### config.mk
export PLATFORM = sky130hd
export DESIGN_NAME = l2_writeback_buffer_flat
export DESIGN_NICKNAME = d
export VERILOG_FILES = /design/src/rtl/l2_writeback_buffer_pkg.sv /design/src/rtl/l2_writeback_buffer_if.sv /design/src/rtl/l2_writeback_buffer_entry_array.sv /design/src/rtl/l2_writeback_buffer.sv /design/src/flat_wrapper.sv
export SDC_FILE = /design/constraint.sdc
export NUM_CORES = 2
export LEC_CHECK = 0
export CAP_MARGIN = 15
export CORE_AREA = 5 5 408 410
export CTS_CLUSTER_DIAMETER = 200
export DETAILED_ROUTE_END_ITERATION = 10
export DIE_AREA = 0 0 413 415
export GPL_ROUTABILITY_DRIVEN = 0
export PLACE_DENSITY = 0.44
export SLEW_MARGIN = 20
export SYNTH_ARGS = -nofsm -noshare
export SYNTH_HDL_FRONTEND = slang
export SYNTH_SLANG_ARGS = --single-unit
### constraint.sdc
create_clock -name clk -period 23.8 [get_ports clk]
set_input_delay 3.57 -clock clk [delete_from_list [all_inputs] [get_ports clk]]
set_output_delay 3.57 -clock clk [all_outputs]
set_load 0.02 [all_outputs]
### src/rtl/l2_writeback_buffer_pkg.sv
// Shared line types, FSM state encodings and address helpers for the L2 write-back buffer.
package l2_writeback_buffer_pkg;

    localparam int LINE_OFFSET_BITS = 5;

    typedef logic [255:0] lc3b_c_line;
    typedef logic [10:0]  lc3b_line_tag;

    typedef enum logic [1:0] {
        U_IDLE = 2'd0,
        U_RESP = 2'd1,
        U_FILL = 2'd2
    } up_state_e;

    typedef enum logic {
        D_IDLE  = 1'b0,
        D_WRITE = 1'b1
    } dn_state_e;

    function automatic lc3b_line_tag line_tag(input logic [15:0] addr);
        return addr[15:LINE_OFFSET_BITS];
    endfunction

    function automatic logic [15:0] line_addr(input lc3b_line_tag tag);
        return {tag, {LINE_OFFSET_BITS{1'b0}}};
    endfunction

endpackage

### src/rtl/l2_writeback_buffer_if.sv
// Line-granular memory port: the L2 side drives it as master, memory answers as slave.
interface l2_writeback_buffer_if;
    import l2_writeback_buffer_pkg::*;

    logic [15:0] address;
    logic        read;
    logic        write;
    lc3b_c_line  wdata;
    lc3b_c_line  rdata;
    logic        resp;

    modport master (output address, output read, output write, output wdata,
                    input  rdata, input resp);
    modport slave  (input  address, input read, input write, input wdata,
                    output rdata, output resp);
endinterface

### src/rtl/l2_writeback_buffer_entry_array.sv
// Circular queue of buffered lines with tag lookup; at most one valid entry per line tag.
module l2_wb_entry_array
    import l2_writeback_buffer_pkg::*;
#(
    parameter int DEPTH = 2,
    localparam int IW = (DEPTH > 1) ? $clog2(DEPTH) : 1,
    localparam int CW = $clog2(DEPTH) + 1
) (
    input  logic            clk,
    input  logic            reset,
    input  logic            i_enq,
    input  lc3b_line_tag    i_enq_tag,
    input  lc3b_c_line      i_enq_data,
    input  logic            i_coal,
    input  logic [IW-1:0]   i_coal_idx,
    input  lc3b_c_line      i_coal_data,
    input  logic            i_deq,
    input  lc3b_line_tag    i_lookup_tag,
    output logic            o_match,
    output logic [IW-1:0]   o_match_idx,
    output lc3b_c_line      o_match_data,
    output logic [IW-1:0]   o_head_idx,
    output lc3b_line_tag    o_head_tag,
    output lc3b_c_line      o_head_data,
    output logic [CW-1:0]   o_count
);
    logic [IW-1:0]  r_head;
    logic [IW-1:0]  r_tail;
    logic [CW-1:0]  r_count;
    logic [DEPTH-1:0] w_match_vec;
    lc3b_line_tag   w_tag_arr  [DEPTH];
    lc3b_c_line     w_data_arr [DEPTH];

    function automatic logic [IW-1:0] ptr_inc(input logic [IW-1:0] p);
        return (p == IW'(DEPTH - 1)) ? '0 : p + 1'b1;
    endfunction

    for (genvar gi = 0; gi < DEPTH; gi++) begin : g_entry
        logic         r_valid;
        lc3b_line_tag r_tag;
        lc3b_c_line   r_data;

        always_ff @(posedge clk or posedge reset) begin
            if (reset) begin
                r_valid <= 1'b0;
                r_tag   <= '0;
            end else if (i_enq && r_tail == IW'(gi)) begin
                r_valid <= 1'b1;
                r_tag   <= i_enq_tag;
            end else if (i_deq && r_head == IW'(gi)) begin
                r_valid <= 1'b0;
            end
        end

        // Line data is meaningless while the entry is invalid, so it carries no reset.
        always_ff @(posedge clk) begin
            if (i_enq && r_tail == IW'(gi)) begin
                r_data <= i_enq_data;
            end else if (i_coal && i_coal_idx == IW'(gi)) begin
                r_data <= i_coal_data;
            end
        end

        assign w_match_vec[gi] = r_valid && (r_tag == i_lookup_tag);
        assign w_tag_arr[gi]   = r_tag;
        assign w_data_arr[gi]  = r_data;
    end

    always_comb begin
        o_match_data = '0;
        o_match_idx  = '0;
        for (int i = 0; i < DEPTH; i++) begin
            if (w_match_vec[i]) begin
                o_match_data = w_data_arr[i];
                o_match_idx  = IW'(i);
            end
        end
    end

    always_ff @(posedge clk or posedge reset) begin
        if (reset) begin
            r_head  <= '0;
            r_tail  <= '0;
            r_count <= '0;
        end else begin
            if (i_enq) r_tail <= ptr_inc(r_tail);
            if (i_deq) r_head <= ptr_inc(r_head);
            case ({i_enq, i_deq})
                2'b10:   r_count <= r_count + 1'b1;
                2'b01:   r_count <= r_count - 1'b1;
                default: r_count <= r_count;
            endcase
        end
    end

    assign o_match     = |w_match_vec;
    assign o_head_idx  = r_head;
    assign o_head_tag  = w_tag_arr[r_head];
    assign o_head_data = w_data_arr[r_head];
    assign o_count     = r_count;

endmodule

### src/rtl/l2_writeback_buffer.sv
// Write-back buffer between L2 and physical memory: fast eviction acks, background drains,
// buffered read hits, and read misses that take priority over drains.
module l2_writeback_buffer
    import l2_writeback_buffer_pkg::*;
#(
    parameter int DEPTH = 2
) (
    input  logic                  clk,
    input  logic                  reset,
    l2_writeback_buffer_if.slave  up,
    l2_writeback_buffer_if.master pmem
);
    localparam int IW = (DEPTH > 1) ? $clog2(DEPTH) : 1;
    localparam int CW = $clog2(DEPTH) + 1;

    up_state_e     r_ustate;
    dn_state_e     r_dstate;
    logic          r_up_resp;
    logic          r_pmem_read;
    logic          r_pmem_write;
    lc3b_c_line    r_up_rdata;

    lc3b_line_tag  w_tag;
    lc3b_line_tag  w_head_tag;
    lc3b_c_line    w_match_data;
    lc3b_c_line    w_head_data;
    logic          w_match;
    logic [IW-1:0] w_match_idx;
    logic [IW-1:0] w_head_idx;
    logic [CW-1:0] w_count;
    logic          w_u_idle;
    logic          w_match_draining;
    logic          w_coal;
    logic          w_enq;
    logic          w_hit;
    logic          w_fill_start;
    logic          w_drain_start;
    logic          w_deq;

    assign w_tag    = line_tag(up.address);
    assign w_u_idle = (r_ustate == U_IDLE);

    // The head entry is write-protected only once its drain is actually on the bus.
    assign w_match_draining = w_match && (r_dstate == D_WRITE) && (w_match_idx == w_head_idx);
    assign w_coal        = w_u_idle && up.write && w_match && !w_match_draining;
    assign w_enq         = w_u_idle && up.write && !w_match && (w_count < CW'(DEPTH));
    assign w_hit         = w_u_idle && up.read && w_match;
    assign w_fill_start  = w_u_idle && up.read && !w_match && (r_dstate == D_IDLE);
    assign w_drain_start = (r_dstate == D_IDLE) && (w_count != '0)
                           && (r_ustate != U_FILL) && !w_fill_start;
    assign w_deq         = (r_dstate == D_WRITE) && pmem.resp;

    l2_wb_entry_array #(.DEPTH(DEPTH)) u_array (
        .clk          (clk),
        .reset        (reset),
        .i_enq        (w_enq),
        .i_enq_tag    (w_tag),
        .i_enq_data   (up.wdata),
        .i_coal       (w_coal),
        .i_coal_idx   (w_match_idx),
        .i_coal_data  (up.wdata),
        .i_deq        (w_deq),
        .i_lookup_tag (w_tag),
        .o_match      (w_match),
        .o_match_idx  (w_match_idx),
        .o_match_data (w_match_data),
        .o_head_idx   (w_head_idx),
        .o_head_tag   (w_head_tag),
        .o_head_data  (w_head_data),
        .o_count      (w_count)
    );

    always_ff @(posedge clk or posedge reset) begin
        if (reset) begin
            r_ustate    <= U_IDLE;
            r_up_resp   <= 1'b0;
            r_pmem_read <= 1'b0;
            r_up_rdata  <= '0;
        end else begin
            r_up_resp <= 1'b0;
            case (r_ustate)
                U_IDLE: begin
                    if (w_coal || w_enq) begin
                        r_ustate  <= U_RESP;
                        r_up_resp <= 1'b1;
                    end else if (w_hit) begin
                        r_up_rdata <= w_match_data;
                        r_ustate   <= U_RESP;
                        r_up_resp  <= 1'b1;
                    end else if (w_fill_start) begin
                        r_ustate    <= U_FILL;
                        r_pmem_read <= 1'b1;
                    end
                end
                U_FILL: begin
                    if (pmem.resp) begin
                        r_up_rdata  <= pmem.rdata;
                        r_pmem_read <= 1'b0;
                        r_ustate    <= U_RESP;
                        r_up_resp   <= 1'b1;
                    end
                end
                U_RESP:  r_ustate <= U_IDLE;
                default: r_ustate <= U_IDLE;
            endcase
        end
    end

    always_ff @(posedge clk or posedge reset) begin
        if (reset) begin
            r_dstate     <= D_IDLE;
            r_pmem_write <= 1'b0;
        end else begin
            case (r_dstate)
                D_IDLE: begin
                    if (w_drain_start) begin
                        r_dstate     <= D_WRITE;
                        r_pmem_write <= 1'b1;
                    end
                end
                D_WRITE: begin
                    if (pmem.resp) begin
                        r_dstate     <= D_IDLE;
                        r_pmem_write <= 1'b0;
                    end
                end
                default: r_dstate <= D_IDLE;
            endcase
        end
    end

    // Drain address/data come straight from the protected head entry, so they hold stable.
    assign pmem.read    = r_pmem_read;
    assign pmem.write   = r_pmem_write;
    assign pmem.address = r_pmem_read  ? line_addr(w_tag) :
                          r_pmem_write ? line_addr(w_head_tag) : 16'h0000;
    assign pmem.wdata   = r_pmem_write ? w_head_data : '0;
    assign up.rdata     = r_up_rdata;
    assign up.resp      = r_up_resp;

endmodule

### src/flat_wrapper.sv
// flat-port wrapper written by rule: the top's interface ports become plain ports
module l2_writeback_buffer_flat import l2_writeback_buffer_pkg::*;
#(
    parameter int DEPTH = 2
)
  (clk, reset, up_address, up_read, up_write, up_wdata, up_rdata, up_resp, pmem_address, pmem_read, pmem_write, pmem_wdata, pmem_rdata, pmem_resp);
  l2_writeback_buffer_if up_i ();
  l2_writeback_buffer_if pmem_i ();
  input  logic clk;
  input  logic reset;
  input wire logic [$bits(up_i.address)-1:0] up_address;
  input wire logic [$bits(up_i.read)-1:0] up_read;
  input wire logic [$bits(up_i.write)-1:0] up_write;
  input wire logic [$bits(up_i.wdata)-1:0] up_wdata;
  output wire logic [$bits(up_i.rdata)-1:0] up_rdata;
  output wire logic [$bits(up_i.resp)-1:0] up_resp;
  output wire logic [$bits(pmem_i.address)-1:0] pmem_address;
  output wire logic [$bits(pmem_i.read)-1:0] pmem_read;
  output wire logic [$bits(pmem_i.write)-1:0] pmem_write;
  output wire logic [$bits(pmem_i.wdata)-1:0] pmem_wdata;
  input wire logic [$bits(pmem_i.rdata)-1:0] pmem_rdata;
  input wire logic [$bits(pmem_i.resp)-1:0] pmem_resp;
  assign up_i.address = up_address;
  assign up_i.read = up_read;
  assign up_i.write = up_write;
  assign up_i.wdata = up_wdata;
  assign up_rdata = up_i.rdata;
  assign up_resp = up_i.resp;
  assign pmem_address = pmem_i.address;
  assign pmem_read = pmem_i.read;
  assign pmem_write = pmem_i.write;
  assign pmem_wdata = pmem_i.wdata;
  assign pmem_i.rdata = pmem_rdata;
  assign pmem_i.resp = pmem_resp;
  l2_writeback_buffer #(.DEPTH(DEPTH)) u_core (.clk(clk), .reset(reset), .up(up_i), .pmem(pmem_i));
endmodule
==> results.yml <==
run_status:
  status: "completed"
cts:
  cts_setup_buffers: 0
  post_cts_resize_count: 0
  clkLatencyLatePin_ps: 730
  htree_levels: 3
  clkTransAtPathRegs_ps: 50
  cts_sinks: 802
  cts-root-buf: "clkbuf_16"
  ctsHoldBuffers: 0
  cts.path.max_buffers: 3
  cts_tree: "built"
  cts_buffers: 103
floorplan:
  die_w_um: 413
  row_count: 148
  core_region_area_um2: 162000
  initial_core_util_pct: 22.06
  io_pins: 1064
  fp.dieH_um: 415
  die-area_um2: 171400
timing:
  fmax_mhz: 115.5
  tns_ps: 0
  finClkSkew_ps: 47.46
  post-route-period-util_pct: 36.37
  setup_violations: 0
  finalCriticalPeriod_ps: 8657
  hold_viol: 0
  drv_slew: 0
  max-slew-margin-rel_pct: 17.65
  worstMarginPinSlew_ps: 1235
  rsz0062_at_grt: "no"
drt:
  dr_wl_met2_um: 82500
  met3_length_um: 13700
  met1_length_um: 63190
  drt-vias-per-instance: 4.442
  drtAntennaViolNets: 0
  route.detailed.drc: 0
  dr.first_iter.drc_count: 1554
  drt_pass1_iterations: 6
  highest_layer: "met5"
  vias: 28779
  routedWlPerCell_um: 25.24
  wl_um: 163500
worst_setup_path:
  worstPathArrival_ps: 5090
  crit_required_ps: 20230
  r2r-end: "u_core.up.rdata[15]"
  crit_chain: "buf_12, buf_4, buf_4, mux2i_1, nor2b_1, clkdlybuf4s50_1"
  r2r_start: "u_core.u_array.o_head_idx"
  rr_worst_depth: 10
  crit_fanout: 94
  critPathKind: "reg2out"
  slowest_stage: "dfrtp_4"
  cp-end-kind: "output pin"
  rrSetupSlack_ps: 17970
  slowest_delay_ps: 870
  critPathMostFrequentCell: "buf_4"
  critical_path.startpoint_type: "register"
global_route:
  antenna_found_initial: 74
  grt-ovfl-total: 0
  grt_max_degree: 125
  grt_pass1_wl_um: 226900
  grt_usage_pct: 18.32
  first_global_vias: 29524
power:
  seqPwrFrac_pct: 31.2
  powerDensity_nw_per_um2: 135.8
  pwr-share-clk_pct: 21.6
  switching_share_pct: 40.53
  p_leak_nw: 19.07
  pwr-share-comb_pct: 47.2
  ir_drop_uv: 67.48
  p_switching_mw: 2.847
  power.internal_mw: 4.176
layout:
  layout-drive-gt1-share_pct: 5.236
  num-fill-cells: 16701
  final_util_pct: 31.93
  final_common_cell: "clkdlybuf4s50_1"
  fin_nets: 4728
  multi_input_comb_area_um2: 12050
  synthToLayoutAreaGrowth_pct: 44.71
  regArea_um2: 22640
  layout_common_cells: "1053 x clkdlybuf4s50_1, 521 x nand2_1, 512 x edfxtp_1"
synthesis:
  synthDistinctLibCells: 37
  ys_ff_latch: 802
  synth.yosys.warnings: 0
  synthArstFlopShare_pct: 36.16
  syn-cell-area_um2: 35750
  synth_edf_count: 512
  seq_area_frac_synth_pct: 63.31
  postSynthCellCount: 3232
  syn_avg_cell_area_um2: 11.06
  synthFlopType: "edfxtp_1"
min_path:
  whs_endpoint: "u_core.up.rdata[81]"
  hold_start: "u_core.up.rdata[81]"
  hp-class: "reg2reg"
  whs_path_depth: 2
placement:
  port-buffer-count: 1053
  hpwl_um: 111300
flow_run:
  timing.max_cap.violations: 0
per-stage QoR:
step,power [mW],std cells,cell area [um2],hold slack (ps),worst slack [ps]
after CTS,7.145,6453,51670,528.4,14900
after floorplan,4.024,3236,35760,464.9,366.3
after global placement,5.576,6263,48360,509.0,15160
final,7.023,6479,51730,523.4,15140
after global routing,7.420,6468,51700,541.8,14870
after detailed placement,5.583,6264,48390,518.4,15190
Yosys cell counts, types with 2 or more instances:
cell,count,area share (%)
nand2_1,521,5.5
edfxtp_1,512,43
a21oi_1,502,7.0
dfrtp_1,290,20
nor2_1,272,2.9
mux2i_1,267,7.5
o21ai_0,262,3.7
nor2b_1,257,4.5
clkbuf_1,125,1.3
buf_2,48,0.67
buf_4,42,0.88
buf_1,26,0.27
xnor2_1,26,0.64
mux2_2,23,0.72
nand4_1,13,0.23
a221oi_1,12,0.29
inv_1,6,0.063
or3_1,4,0.070
nand2b_1,2,0.035
nand3_1,2,0.028
nor4_1,2,0.035
o21a_1,2,0.042
or4_1,2,0.042
power groups by stage:
stage	combinational (mW)	sequential (mW)	clock (mW)
3_3_place_gp	3.37	2.21	0
5_1_grt	3.55	2.24	1.63
3_5_place_dp	3.37	2.21	0
6_report	3.32	2.19	1.52
2_1_floorplan	1.46	2.56	0
4_1_cts	3.38	2.19	1.57
sequential cells by signal, indices dropped and copies added (netlist names), 2 cells and up:
register,flops
u_core.u_array.g_entry.r_valid,2
u_core.up.rdata,256
u_core.u_array.g_entry.r_tag,22
u_core.r_ustate,2
u_core.u_array.g_entry.r_data,512
u_core.u_array.o_count,2
worst max path at each step:
stage,startpoint,end,cells after the start
after CTS,u_core.u_array.o_head_idx,pmem_wdata[145],6
after detailed placement,up_read,u_core.up.rdata[253],9
final,u_core.u_array.o_head_idx,pmem_wdata[147],6
after global routing,u_core.u_array.o_head_idx,pmem_wdata[147],6
after floorplan,up_address[6],u_core.u_array.g_entry[1].r_data[0],5
after global placement,up_address[14],u_core.u_array.g_entry[1].r_data[162],8
layer usage:
metal  up-vias  GRT usage (%)
li1      13259              -
met1     14301          21.14
met2       940          32.11
met3       253          6.325
met4        26          5.091
met5         -              0
logic make-up after synthesis:
logic type / share of synthesized area [%]
buffers and inverters: 3.234
adders and majority gates: 0.03499
muxes: 8.201
and+or+nand+nor: 13.40
other: 0.01049
AOI/OAI and AO/OA: 11.15
DFF: 63.31
xor gates and xnor gates: 0.6615
critical path: cells and delay by family, from the launching register on:
kind / cells / cell delay, ps
and+or+nand+nor: 1 / 150
DFF: 1 / 870
buffers and inverters: 4 / 2990
muxes: 1 / 170
layout make-up:
type	instances	area share, %
sequential	802	43.76
multi-input combinational	2186	23.28
timing repair buffer	1095	21.17
clock buffer	153	5.735
tap	2175	5.260
clock inverter	36	0.6071
antenna	26	0.1258
inverter	6	0.05805
No activity file was read; power rests on OpenSTA's default activity.
